## src/rtl/alu_issue_pkg.sv

```systemverilog
// Shared types and helpers for the ALU operand-issue stage: ALU op codes,
// forwarding-select encoding and funct7 normalisation / legality rules.
package alu_issue_pkg;

  localparam logic [3:0] ALU_ADD  = 4'b0000;
  localparam logic [3:0] ALU_SLL  = 4'b0001;
  localparam logic [3:0] ALU_SLT  = 4'b0010;
  localparam logic [3:0] ALU_SLTU = 4'b0011;
  localparam logic [3:0] ALU_XOR  = 4'b0100;
  localparam logic [3:0] ALU_SRL  = 4'b0101;
  localparam logic [3:0] ALU_OR   = 4'b0110;
  localparam logic [3:0] ALU_AND  = 4'b0111;
  localparam logic [3:0] ALU_SUB  = 4'b1000;
  localparam logic [3:0] ALU_SRA  = 4'b1101;

  localparam logic [2:0] FUNCT3_SHIFT_R = 3'b101;

  typedef enum logic [1:0] {FWD_RF, FWD_MEM, FWD_EX} fwd_sel_e;

  // I-type ops carry imm[11:5] in funct7; only the right-shift form keeps bit 5.
  function automatic logic [6:0] norm_funct7(input logic use_imm,
                                             input logic [2:0] funct3,
                                             input logic [6:0] funct7);
    logic [6:0] f7;
    f7 = funct7;
    if (use_imm) begin
      if (funct3 == FUNCT3_SHIFT_R) f7 = {1'b0, funct7[5], 5'b0};
      else                          f7 = 7'd0;
    end
    return f7;
  endfunction

  function automatic logic op_is_legal(input logic [2:0] funct3,
                                       input logic [6:0] funct7);
    logic legal;
    legal = 1'b0;
    case ({funct7[5], funct3})
      ALU_ADD, ALU_SLL, ALU_SLT, ALU_SLTU, ALU_XOR,
      ALU_SRL, ALU_OR, ALU_AND, ALU_SUB, ALU_SRA: legal = 1'b1;
      default: legal = 1'b0;
    endcase
    if ((funct7 & 7'b101_1111) != 7'd0) legal = 1'b0;
    return legal;
  endfunction

endpackage

```

## src/rtl/alu_operand_issue_fwd_mux.sv

```systemverilog
// Per-source forwarding comparator and mux: EX beats MEM beats register file;
// register x0 is never forwarded.
module operand_fwd_mux
  import alu_issue_pkg::*;
#(
  parameter int DATA_WIDTH     = 64,
  parameter int REG_ADDR_WIDTH = 5
) (
  input  logic [REG_ADDR_WIDTH-1:0] src_addr,
  input  logic [DATA_WIDTH-1:0]     rf_data,
  input  logic                      ex_fwd_valid,
  input  logic [REG_ADDR_WIDTH-1:0] ex_fwd_addr,
  input  logic [DATA_WIDTH-1:0]     ex_fwd_data,
  input  logic                      mem_fwd_valid,
  input  logic [REG_ADDR_WIDTH-1:0] mem_fwd_addr,
  input  logic [DATA_WIDTH-1:0]     mem_fwd_data,
  output logic [DATA_WIDTH-1:0]     operand
);

  fwd_sel_e sel;

  always_comb begin
    sel = FWD_RF;
    if (src_addr != '0) begin
      if (ex_fwd_valid && (ex_fwd_addr == src_addr))        sel = FWD_EX;
      else if (mem_fwd_valid && (mem_fwd_addr == src_addr)) sel = FWD_MEM;
    end
  end

  always_comb begin
    operand = rf_data;
    case (sel)
      FWD_EX:  operand = ex_fwd_data;
      FWD_MEM: operand = mem_fwd_data;
      default: operand = rf_data;
    endcase
  end

endmodule

```

## src/rtl/alu_operand_issue.sv

```systemverilog
// Execute-stage operand issue: forwarding, immediate select, registered ALU inputs
// behind a 2-entry (output + skid) buffer. Optional macro: ISSUE_ILLEGAL_OP_CHECK_EN.
module alu_operand_issue
  import alu_issue_pkg::*;
#(
  parameter int DATA_WIDTH     = 64,
  parameter int REG_ADDR_WIDTH = 5
) (
  input  logic                      clk,
  input  logic                      reset,
  input  logic                      in_valid,
  output logic                      out_in_ready,
  input  logic [REG_ADDR_WIDTH-1:0] in_rs1_addr,
  input  logic [REG_ADDR_WIDTH-1:0] in_rs2_addr,
  input  logic [DATA_WIDTH-1:0]     in_rs1_data,
  input  logic [DATA_WIDTH-1:0]     in_rs2_data,
  input  logic [DATA_WIDTH-1:0]     in_imm,
  input  logic                      in_use_imm,
  input  logic [2:0]                in_funct3,
  input  logic [6:0]                in_funct7,
  input  logic [REG_ADDR_WIDTH-1:0] in_rd_addr,
  input  logic                      in_ex_fwd_valid,
  input  logic [REG_ADDR_WIDTH-1:0] in_ex_fwd_addr,
  input  logic [DATA_WIDTH-1:0]     in_ex_fwd_data,
  input  logic                      in_mem_fwd_valid,
  input  logic [REG_ADDR_WIDTH-1:0] in_mem_fwd_addr,
  input  logic [DATA_WIDTH-1:0]     in_mem_fwd_data,
  input  logic                      in_flush,
  output logic                      out_valid,
  input  logic                      in_ready,
  output logic [DATA_WIDTH-1:0]     out_rs1,
  output logic [DATA_WIDTH-1:0]     out_rs2,
  output logic [2:0]                out_funct3,
  output logic [6:0]                out_funct7,
  output logic [REG_ADDR_WIDTH-1:0] out_rd_addr
`ifdef ISSUE_ILLEGAL_OP_CHECK_EN
  ,
  output logic                      out_illegal_op
`endif
);

  logic [DATA_WIDTH-1:0]     fwd_rs1;
  logic [DATA_WIDTH-1:0]     fwd_rs2;
  logic [DATA_WIDTH-1:0]     new_rs2;
  logic [6:0]                new_funct7;
  logic                      op_legal;
  logic                      accept;
  logic                      push;
  logic                      drain;

  logic                      skid_valid;
  logic [DATA_WIDTH-1:0]     skid_rs1;
  logic [DATA_WIDTH-1:0]     skid_rs2;
  logic [2:0]                skid_funct3;
  logic [6:0]                skid_funct7;
  logic [REG_ADDR_WIDTH-1:0] skid_rd_addr;

  operand_fwd_mux #(.DATA_WIDTH(DATA_WIDTH), .REG_ADDR_WIDTH(REG_ADDR_WIDTH)) u_fwd_rs1 (
    .src_addr      (in_rs1_addr),
    .rf_data       (in_rs1_data),
    .ex_fwd_valid  (in_ex_fwd_valid),
    .ex_fwd_addr   (in_ex_fwd_addr),
    .ex_fwd_data   (in_ex_fwd_data),
    .mem_fwd_valid (in_mem_fwd_valid),
    .mem_fwd_addr  (in_mem_fwd_addr),
    .mem_fwd_data  (in_mem_fwd_data),
    .operand       (fwd_rs1)
  );

  operand_fwd_mux #(.DATA_WIDTH(DATA_WIDTH), .REG_ADDR_WIDTH(REG_ADDR_WIDTH)) u_fwd_rs2 (
    .src_addr      (in_rs2_addr),
    .rf_data       (in_rs2_data),
    .ex_fwd_valid  (in_ex_fwd_valid),
    .ex_fwd_addr   (in_ex_fwd_addr),
    .ex_fwd_data   (in_ex_fwd_data),
    .mem_fwd_valid (in_mem_fwd_valid),
    .mem_fwd_addr  (in_mem_fwd_addr),
    .mem_fwd_data  (in_mem_fwd_data),
    .operand       (fwd_rs2)
  );

  assign new_rs2      = in_use_imm ? in_imm : fwd_rs2;
  assign new_funct7   = norm_funct7(in_use_imm, in_funct3, in_funct7);
  // Ready is a pure function of the skid flop, so it never depends on in_ready.
  assign out_in_ready = ~skid_valid;
  assign accept       = in_valid & out_in_ready & ~in_flush;
  assign drain        = out_valid & in_ready;
  assign push         = accept & op_legal;

`ifdef ISSUE_ILLEGAL_OP_CHECK_EN
  assign op_legal = op_is_legal(in_funct3, new_funct7);

  always_ff @(posedge clk) begin
    if (reset) out_illegal_op <= 1'b0;
    else       out_illegal_op <= accept & ~op_legal;
  end
`else
  assign op_legal = 1'b1;
`endif

  always_ff @(posedge clk) begin
    if (reset) begin
      out_valid    <= 1'b0;
      out_rs1      <= '0;
      out_rs2      <= '0;
      out_funct3   <= '0;
      out_funct7   <= '0;
      out_rd_addr  <= '0;
      skid_valid   <= 1'b0;
      skid_rs1     <= '0;
      skid_rs2     <= '0;
      skid_funct3  <= '0;
      skid_funct7  <= '0;
      skid_rd_addr <= '0;
    end else if (in_flush) begin
      out_valid  <= 1'b0;
      skid_valid <= 1'b0;
    end else if (!out_valid || drain) begin
      // Output slot frees up: the older skid entry always goes first.
      if (skid_valid) begin
        out_rs1     <= skid_rs1;
        out_rs2     <= skid_rs2;
        out_funct3  <= skid_funct3;
        out_funct7  <= skid_funct7;
        out_rd_addr <= skid_rd_addr;
        skid_valid  <= 1'b0;
      end else if (push) begin
        out_valid   <= 1'b1;
        out_rs1     <= fwd_rs1;
        out_rs2     <= new_rs2;
        out_funct3  <= in_funct3;
        out_funct7  <= new_funct7;
        out_rd_addr <= in_rd_addr;
      end else begin
        out_valid <= 1'b0;
      end
    end else if (push) begin
      skid_valid   <= 1'b1;
      skid_rs1     <= fwd_rs1;
      skid_rs2     <= new_rs2;
      skid_funct3  <= in_funct3;
      skid_funct7  <= new_funct7;
      skid_rd_addr <= in_rd_addr;
    end
  end

endmodule
```

## config.mk

```make
export PLATFORM = sky130hd
export DESIGN_NAME = alu_operand_issue
export DESIGN_NICKNAME = d
export VERILOG_FILES = /design/src/rtl/alu_issue_pkg.sv /design/src/rtl/alu_operand_issue_fwd_mux.sv /design/src/rtl/alu_operand_issue.sv
export SDC_FILE = /design/constraint.sdc
export NUM_CORES = 1
export LEC_CHECK = 0
export BUFFER_PORTS_ARGS = -buffer_cell sky130_fd_sc_hd__buf_2
export CAP_MARGIN = 0
export CORE_AREA = 3 3 197 199
export DETAILED_ROUTE_END_ITERATION = 8
export DIE_AREA = 0 0 200 202
export PLACE_DENSITY = 0.63
export SETUP_SLACK_MARGIN = 0.2
export SYNTH_ARGS = -nofsm -noshare
export SYNTH_HDL_FRONTEND = slang
export SYNTH_SLANG_ARGS = --single-unit
```

## constraint.sdc

```tcl
create_clock -name clk -period 4.3 [get_ports clk]
set_clock_uncertainty 0.05 [all_clocks]
set_input_delay 0.43 -clock clk [delete_from_list [all_inputs] [get_ports clk]]
set_output_delay 0.43 -clock clk [all_outputs]
set_load 0.05 [all_outputs]
```

# == Yosys cells after proc, flatten, opt, wreduce, memory -nomap -nowiden ==
# Cells that the tools add are included.
# totals
wordCells,63
ff_bits,288
out_inout_bits,145
# classes
eq_ne,9
reduce_logical,14
bitwise_logic,6
mux,22
# ops
cell,n
$mux 64,5
$pmux 64 s2,2
$mux 7,3
$eq 5x5->1,4
$mux 5,2
$reduce_bool 5->1,2
$mux 2,4
$mux 3,2
$mux 6,1
$reduce_and 3->1,2
$eq 2x1->1 const B,2
$eq 2x2->1 const B,2
$logic_and 1x1->1,4
$and 1x1->1,3
$eq 3x3->1 const B,1
$mux 1,3
$not 1->1,3
$reduce_or 3->1,1
$reduce_and 2->1,1
$reduce_bool 2->1,1
$reduce_or 2->1,1
$logic_not 1->1,1
$logic_or 1x1->1,1

# == Logic depth before layout (Yosys ltp) ==
# depth
word_depth,10
mapped_depth,12
depth_no_buf,9

# == Cells and area by module ==
# A second synthesis with hierarchy kept.
# hier_totals
hier_cells,1885
hier_area_um2,15325.9
# modules_own_cells
mod,n_inst,area_per_inst_um2,cells_per_inst,seq_area_each_um2
alu_operand_issue,1,12680.9,1401,5765.5
operand_fwd_mux,2,1322.5,242,0.0

# == Worst setup path before layout ==
# OpenSTA, ideal clock, no wires.
# synth_timing
kind,input port to flip-flop
from,input in_ex_fwd_addr[2]
to,register out_rs1[2]
setup_ns,0.132
path_slack_ns,1.681
cell_stages,11
t_arrival_ns,2.437
cell_sequence,xor2_1 -> nor4_1 -> and3_1 -> or4_1 -> ha_1 -> buf_2 -> clkbuf_1 -> a221oi_1 -> nor3_1 -> a211oi_1 -> nor3_1
# synth_via
elab_chain_cells,8
# synth_lines
element,line_no,text
start: declaration,alu_operand_issue.sv:23,"input logic [REG_ADDR_WIDTH-1:0] in_ex_fwd_addr,"
$eq 5x5->1 *,alu_operand_issue_fwd_mux.sv:25,if (ex_fwd_valid && (ex_fwd_addr == src_addr)) sel = FWD_EX;
$logic_and 1x1->1 *,alu_operand_issue_fwd_mux.sv:25,
$mux 2 *,alu_operand_issue_fwd_mux.sv:25,
$mux 2 *,alu_operand_issue_fwd_mux.sv:24,if (src_addr != '0) begin
$eq 2x1->1 / $eq 2x2->1 (equally long branches),alu_operand_issue_fwd_mux.sv:32,case (sel)
$pmux 64 s2 *,alu_operand_issue_fwd_mux.sv:32,
$mux 64 *,alu_operand_issue.sv:127,end else if (push) begin
$mux 64 *,alu_operand_issue.sv:120,if (skid_valid) begin
end signal: assignment,alu_operand_issue.sv:121,out_rs1 <= skid_rs1;
end signal: assignment,alu_operand_issue.sv:129,out_rs1 <= fwd_rs1;
end: declaration,alu_operand_issue.sv:31,"output logic [DATA_WIDTH-1:0] out_rs1,"
# Every way passes the cells marked *; elsewhere a longest branch is shown, timed or not. The select of a mux whose other input is x is not followed.
# A chain may end at the register's enable or synchronous reset.

# == Worst setup path in the final report ==
# layout_timing
from,input in_ex_fwd_addr[0]
to,register out_rs2[49]
# layout_via
elab_chain_cells,9
# layout_lines
element,line_no,text
$eq 5x5->1 *,alu_operand_issue_fwd_mux.sv:25,
$logic_and 1x1->1 *,alu_operand_issue_fwd_mux.sv:25,
$mux 2 *,alu_operand_issue_fwd_mux.sv:25,
$mux 2 *,alu_operand_issue_fwd_mux.sv:24,
$eq 2x1->1 / $eq 2x2->1 (equally long branches),alu_operand_issue_fwd_mux.sv:32,
$pmux 64 s2 *,alu_operand_issue_fwd_mux.sv:32,
$mux 64 *,alu_operand_issue.sv:82,assign new_rs2 = in_use_imm ? in_imm : fwd_rs2;
$mux 64 *,alu_operand_issue.sv:127,
$mux 64 *,alu_operand_issue.sv:120,
end signal: assignment,alu_operand_issue.sv:122,out_rs2 <= skid_rs2;
end signal: assignment,alu_operand_issue.sv:130,out_rs2 <= new_rs2;
end: declaration,alu_operand_issue.sv:32,"output logic [DATA_WIDTH-1:0] out_rs2,"
# Marked as above.

==> flow_summary.yaml <==
status:
  outcome: "finished clean"
power_and_ir_drop:
  p_leak_nw: 7.40
  total_power_mw: 7.01
  peakVddDrop_v: 0.000290
  p_per_area_mw_per_mm2: 371
route:
  ant_nets: 0
  drc: 0
  wl_per_cell_um: 21.6
  wirelength_mm: 62.2
  vias_per_cell: 5.96
  drt_pass1_iterations: 8
  drtIter0Drc: 1239
  vias: 17200
min_path:
  min_path_type: "input port to flop"
  hold_start: "in_rd_addr[4]"
critical_path:
  cp_data_arrival_time_ps: 3350
  crit_required_ps: 4700
  critPathLaunchType: "input port"
  crit_path_end_kind: "flop"
  startpoint: "in_ex_fwd_addr[0]"
  path_class: "input port to flop"
  cp_max_fo: 30
  r2r_start: "skid_valid$_SDFFE_PP0P_"
floorplan:
  fp.dieH_um: 202
  placementRows: 71
  die-area_mm2: 0.0404
  start_util_pct: 40.4
  io_pins: 508
  die_x_um: 200
  core_area_mm2: 0.0374
clock_network:
  root_buffer: "clkbuf_16"
  cts_tree: "yes"
  clkSinkCount: 288
  clock_latency_ps: 530
  holdBufCountCts: 0
  cts_resized: 0
  cts_inserted_buffers: 35
  htreeDepth: 2
  clock_path_buffers: 3
  cts_setup_buffers: 0
  path_clk_slew_ps: 60
timing:
  fin_crit_sh_pct: 68.6
  rsz0062_at_grt: "no"
  slew_viol_final: 0
  fin_setup_tns_ps: 0
  slew_headroom_pct: 22.8
  tightest_slew_ps: 1160
  period_needed_ps: 2950
  hold_viol: 0
  finalSetupViolations: 0
  clock.fmax_mhz: 339
yosys:
  synth_cell_types: 38
  syn_area_per_cell_um2: 7.61
  synthTopCellsByArea: "dfxtp_1 38%, nor3_1 7.3%, a211oi_1 7.2%"
  yosysTopAreaCellShare_pct: 38.2
  yosysWarningCount: 0
  yosys.area.top_type: "dfxtp_1"
  syn_area_mm2: 0.0151
  yosys_register_bits: 288
  netlist_instances: 1983
  ys_seq_area_share_pct: 38.2
  syn-num-nets: 2350
global_route:
  grt_pass1_vias: 16400
  overflow: 0
  antenna_found_initial: 19
  track_usage_pct: 29.3
  grt_pass1_wl_mm: 93.6
  grt_max_degree: 161
final_layout:
  final_cell_mix: "505 x buf_2, 287 x dfxtp_1, 223 x nand2_1, 219 x nor3_1, 207 x a21oi_1"
  area_growth_pct: 25.2
  final_common_cell: "buf_2"
  layout-drive-gt1-share_pct: 25.1
  nets: 2705
  instances_no_fill: 2885
place:
  place_hpwl_mm: 40.4
  io_buffers: 507
  gp_congestion: 0.928
  dp_cells: 2812
run:
  cap_violations: 0
-- layer usage --
metal / vias to the layer above / routed length [um] / track usage, %
met5: - / 143 / 0
met4: 22 / 3200 / 14.6
met3: 192 / 6370 / 7.50
met2: 900 / 28400 / 47.0
met1: 8089 / 24000 / 36.3
li1: 8003 / - / -
-- cell usage after synthesis (all sizes together) --
master and instances:
a211oi 145, a21boi 1, a21oi 207, a221oi 84, a22oi 44, and2 46, and3 2, buf 65
clkbuf 148, dfxtp 288, ha 4, inv 3, mux2i 9, nand2 223, nand2b 2, nand3 1
nand3b 7, nand4 1, nor2 167, nor2b 85, nor3 220, nor3b 7, nor4 24, o211ai 63
o21a 1, o21ai 47, o31ai 63, or3 3, or3b 1, or4 3, xnor2 8, xor2 11
-- through the flow --
step | setup slack [ps] | utilization, % | hold slack, ps | area (um2)
floorplan | 1680 | - | 382 | 15100
global placement | 844 | 47.5 | 387 | 17700
detailed placement | 854 | 47.5 | 393 | 17700
CTS | 1400 | 50.5 | 59.0 | 18900
global route | 1220 | 50.5 | 80.3 | 18900
finish | 1350 | 50.5 | 89.7 | 18900
-- sequential cells by signal, summed over array words and instances (netlist names) --
| signal | count |
|---|---|
| out_rs1 | 64 |
| out_rs2 | 64 |
| skid_rs1 | 64 |
| skid_rs2 | 64 |
| out_funct7 | 7 |
| skid_funct7 | 7 |
| out_rd_addr | 5 |
| skid_rd_addr | 5 |
| out_funct3 | 3 |
| skid_funct3 | 3 |
| out_valid | 1 |
| skid_valid | 1 |
-- critical path, cell delays in order --
cell and delay (ps):
buf_2 130, xor2_1 160, nor4_1 330, and3_1 280, o21a_1 150, ha_2 460
buf_4 520, a221oi_1 230, o31ai_1 300, o211ai_1 140, a21oi_1 170
-- path summary, 6_finish.rpt --
kind / end / slack, ps / cells after the start
hold reg to reg: skid_rs1[23]$_SDFFE_PP0P_ / 400 / 2
hold / removal: skid_rd_addr[4]$_SDFFE_PP0P_ / 90 / 3
setup reg to reg: out_rs1[63]$_SDFFE_PP0P_ / 1640 / 5
setup / recovery: out_rs2[49]$_SDFFE_PP0P_ / 1350 / 11
-- report_power, final --
part | internal [mW] | total [mW] | switching, mW
Clock | 1.77 | 2.96 | 1.18
Sequential | 2.77 | 2.82 | 0.0549
Combinational | 0.387 | 1.24 | 0.850
-- logic make-up after synthesis --
| group | synth area share, % |
|---|---|
| AO/OA/AOI/OAI | 29.1 |
| XOR/XNOR | 1.10 |
| adder cells (fa/ha/maj) | 0.331 |
| buffers and inverters | 5.90 |
| flip-flops | 38.2 |
| multiplexers | 0.597 |
| AND/OR/NAND/NOR | 24.8 |
-- layout make-up --
| cell class | count | area, um2 |
|---|---|---|
| tap | 511 | 639 |
| clock buffer | 58 | 1080 |
| clock inverter | 4 | 45.0 |
| antenna | 11 | 27.5 |
| timing repair buffer | 531 | 2840 |
| inverter | 3 | 13.8 |
| multi-input combinational | 1479 | 8490 |
| sequential | 288 | 5770 |
| fill | 3750 | 18500 |
No activity file was read; power rests on OpenSTA's default activity.
